--- src/rtl/issue_hazard_scoreboard.sv ---
// Issue hazard scoreboard: tracks pending register writes in a shift
// pipeline and stalls issue on RAW/WAW collisions with them.
module issue_hazard_scoreboard #(
  parameter int WB_LATENCY = 3
) (
  input  logic       i_clk,
  input  logic       i_rst,
  input  logic       i_issue_valid,
  input  logic       i_dest_flag,
  input  logic [2:0] i_dest,
  input  logic       i_src_a_flag,
  input  logic [2:0] i_src_a,
  input  logic       i_src_b_flag,
  input  logic [2:0] i_src_b,
  input  logic       i_flush,
  output logic       o_stall,
  output logic       o_issue,
  output logic [7:0] o_busy_mask,
  output logic [3:0] o_pending_count
);

  logic [WB_LATENCY-1:0]      vld_q, vld_d;
  logic [WB_LATENCY-1:0][2:0] dst_q, dst_d;
  logic [7:0]                 busy;
  logic [3:0]                 cnt;
  logic                       hazard;

  // Busy is a plain OR so duplicate dests in flight stay correct.
  always_comb begin
    busy = '0;
    cnt  = '0;
    for (int k = 0; k < WB_LATENCY; k++) begin
      if (vld_q[k]) busy[dst_q[k]] = 1'b1;
      cnt = cnt + {3'b000, vld_q[k]};
    end
  end

  assign hazard = (i_src_a_flag & busy[i_src_a])
                | (i_src_b_flag & busy[i_src_b])
                | (i_dest_flag  & busy[i_dest]);

  assign o_stall         = i_issue_valid & hazard;
  assign o_issue         = i_issue_valid & ~hazard & ~i_flush;
  assign o_busy_mask     = busy;
  assign o_pending_count = cnt;

  always_comb begin
    vld_d = '0;
    dst_d = dst_q;
    if (!i_flush) begin
      for (int k = 1; k < WB_LATENCY; k++) begin
        vld_d[k] = vld_q[k-1];
        dst_d[k] = dst_q[k-1];
      end
      vld_d[0] = o_issue & i_dest_flag;
      dst_d[0] = i_dest;
    end
  end

  always_ff @(posedge i_clk or posedge i_rst) begin
    if (i_rst) begin
      vld_q <= '0;
      dst_q <= '0;
    end else begin
      vld_q <= vld_d;
      dst_q <= dst_d;
    end
  end

endmodule
--- config.mk ---
export PLATFORM = sky130hd
export DESIGN_NAME = issue_hazard_scoreboard
export DESIGN_NICKNAME = d
export VERILOG_FILES = /design/src/rtl/issue_hazard_scoreboard.sv
export SDC_FILE = /design/constraint.sdc
export NUM_CORES = 1
export LEC_CHECK = 0
export BUFFER_PORTS_ARGS = -buffer_cell sky130_fd_sc_hd__buf_2
export CAP_MARGIN = 20
export CORE_MARGIN = 5
export CORE_UTILIZATION = 51
export DETAILED_ROUTE_END_ITERATION = 7
export GPL_ROUTABILITY_DRIVEN = 1
export PLACE_DENSITY = 0.74
export SLEW_MARGIN = 25
export SYNTH_ARGS = -nofsm -noshare
export SYNTH_HDL_FRONTEND = slang
export SYNTH_SLANG_ARGS = --single-unit
--- constraint.sdc ---
create_clock -name i_clk -period 2.9 [get_ports i_clk]
set_input_delay 0.29 -clock i_clk [delete_from_list [all_inputs] [get_ports i_clk]]
set_output_delay 0.29 -clock i_clk [all_outputs]
set_load 0.05 [all_outputs]
==> flow_summary.yaml <==
final_layout:
  final_cell_mix: "buf_2 (26), nand4b_1 (12), buf_4 (11)"
  num-nets-final: 167
  utilization: 0.691
  n_fill_cell: 163
  instances_no_fill: 175
  final_common_cell: "buf_2"
  drive_gt1_frac: 0.473
  antennaDiodeCount: 0
  area_delta_synth_final_pct: 27.9
synthesis:
  synth-seq-cells: 12
  avgSynthCellArea_um2: 9.49
  synth_compound_area_frac: 0.0867
  synth_area_um2: 1080
  synth-main-ff-cell: "dfrtp_1"
  synthSimpleGateAreaFrac: 0.447
  synth_xor_area_frac: 0
  muxShareOfSynthArea: 0.114
  synth_top_family_by_area: "simple AND/OR/NAND/NOR gates"
  ys_seq_area_frac: 0.277
  synth_edf_count: 0
  synth-adder-area-share: 0.0185
  syn_inst: 114
  async_flop_share: 1.00
  yosys_warnings: 0
  yosysUniqueCellTypes: 39
status:
  outcome: "complete, no violations"
clock_tree:
  clock-sinks: 12
  cts.clk_slew.worst_paths_ps: 60
  cts_inserted_buffers: 3
  cts_hold_buf: 0
  insertion_delay_ps: 260
  clock_path_buffers: 2
  tritoncts: "yes"
  cts.htree.levels: 1
  cts_root_buffer: "clkbuf_4"
placement:
  dp_slack_ps: 205
  dp_hpwl_mm: 2.32
  dp_cells: 162
  port_buffers: 27
  gp_congestion: 0.860
critical_path:
  timing.critical_path.buf_inv: 1
  path_class: "reg2out"
  cp_cell_sequence: "and4bb_1 -> or3_4 -> mux4_2 -> o2111a_2 -> o31a_2 -> buf_6"
  crit_start: "vld_q[2]"
  r2r_slack_ps: 630
  worstPathArrival_ps: 2570
  r2r_cells: 5
  crit_required_ps: 2610
  path_max_fanout: 5
  crit_end: "o_stall"
  crit_family: "compound AO/OA/AOI/OAI gates"
  cpPeakStageDelay_ps: 460
  timing.rr.start: "vld_q[2]"
  end_kind: "primary output"
  start_kind: "flop"
  slowest_stage: "mux4_2"
  crit_cells: 6
  r2r_end: "vld_q[0]"
detailed_routing:
  firstDrtPassIters: 4
  dr_total_vias: 1156
  wl_per_cell_um: 18.2
  ant_nets: 0
  routed_wl_mm: 3.18
  drc: 0
  drt_iter0_markers: 41
  vias_per_cell: 6.61
power:
  internal_power_mw: 0.327
  p_seq_frac: 0.451
  clkPwrFrac: 0.189
  swShare: 0.345
  comb_power_share: 0.360
  p_sw_mw: 0.172
  total_leakage_power_nw: 0.587
  powerDensity_nw_per_um2: 360
  ir_worst_vdd_mv: 0.300
timing:
  hold_viol_final: 0
  fin_crit_ps: 2860
  maxSlewViolCount: 0
  fin_hold_ws_ps: 10.1
  finalCritPeriodShare: 0.986
  clock_skew_ps: 2.29
  tns_ps: 0
  fmaxAchievable_mhz: 350
  worst_slack_ps: 40.4
  setup_viol_count_final: 0
min_path:
  hold_class: "in2async"
floorplanning:
  start_util: 0.541
  io_pins: 30
  num_rows: 16
  die_w_um: 56.1
  die_h_um: 56.1
  core-area_um2: 2000
  die-area_um2: 3140
global_route:
  antenna_found_initial: 0
  grt_pass1_wl_mm: 5.15
  grt_max_degree: 14
  grt_pass1_vias: 1107
  grt_usage: 0.202
  grt_overflow: 0
job:
  maxCapViolCount: 0
registers in the layout, indices dropped and copies added (netlist names):
register  cells
dst_q         9
vld_q         3
cell type report:
| class | instances | area, um^2 | area share |
|---|---|---|---|
| Multi-Input combinational cell | 90 | 772 | 0.558 |
| Inverter | 4 | 15.0 | 0.0108 |
| Sequential cell | 12 | 313 | 0.226 |
| Timing Repair Buffer | 39 | 228 | 0.165 |
| Tap cell | 27 | 33.8 | 0.0244 |
| Clock buffer | 3 | 22.5 | 0.0163 |
worst min path at each step:
stage	cells past startpoint	slack, ps	to
global placement	2	290	dst_q[8]
detailed placement	2	300	dst_q[8]
global route	2	30	vld_q[0]
finish	2	10	dst_q[4]
CTS	2	10	dst_q[4]
floorplan	1	150	dst_q[0]
stage by stage:
step	instance area (um^2)	power, mW
finish	1380	0.498
floorplan	1110	0.330
global route	1380	0.531
detailed placement	1250	0.370
CTS	1330	0.478
global placement	1250	0.361
kinds of logic (layout without fill, tap and decap cells):
kind of cell / after synthesis / after routing
mux: 10 / 10
flops: 12 / 12
simple gates: 66 / 66
compound gates: 11 / 11
other cells: 1 / 2
fa+ha+maj: 1 / 1
buf+inv: 13 / 46
power groups by stage:
stage	combinational [mW]	clock [mW]	sequential, mW
2_1_floorplan	0.125	0	0.206
3_3_place_gp	0.132	0	0.229
3_5_place_dp	0.135	0	0.235
4_1_cts	0.150	0.0988	0.230
5_1_grt	0.192	0.110	0.229
6_report	0.179	0.0943	0.225
routing by layer:
layer / track usage / routed length (um)
met5: 0 / 0
met4: 0.115 / 84
met2: 0.322 / 1550
met3: 0.0510 / 241
met1: 0.245 / 1310
Yosys cell counts (2+ instances only):
library cell  count  area share
or4bb_1           2       0.021
nand2b_1          3       0.017
or3_1             2       0.012
a2111oi_0         2       0.016
nand3_1           8       0.037
nand4_1           9       0.052
buf_4             2       0.014
nand4b_1         12       0.097
nand2_1           3       0.010
nor4_1            3       0.017
nor4bb_1          2       0.018
inv_1             4       0.014
a41oi_1           2       0.016
buf_1             2      0.0069
nor2b_1           6       0.035
dfrtp_1          12        0.28
nand4bb_1         4       0.042
mux2_2            9       0.094
clkbuf_1          5       0.017
nor4b_1           3       0.024
worst reg2reg max path: stages (launching register included):
cell	delay [ps]
dfrtp_2	430
and4bb_1	210
or3_4	390
mux4_2	460
o2111a_2	300
nor4_1	360
repair_timing:
item / 4_1_cts / 5_1_grt
pin swaps: 0 / 0
endpoints found under the hold margin: 0 / 0
endpoints found under the setup margin: 1 / 1
buffers inserted: 4 / 6
gates resized for setup: 11 / 5
Power figures use the tool's default switching activity.
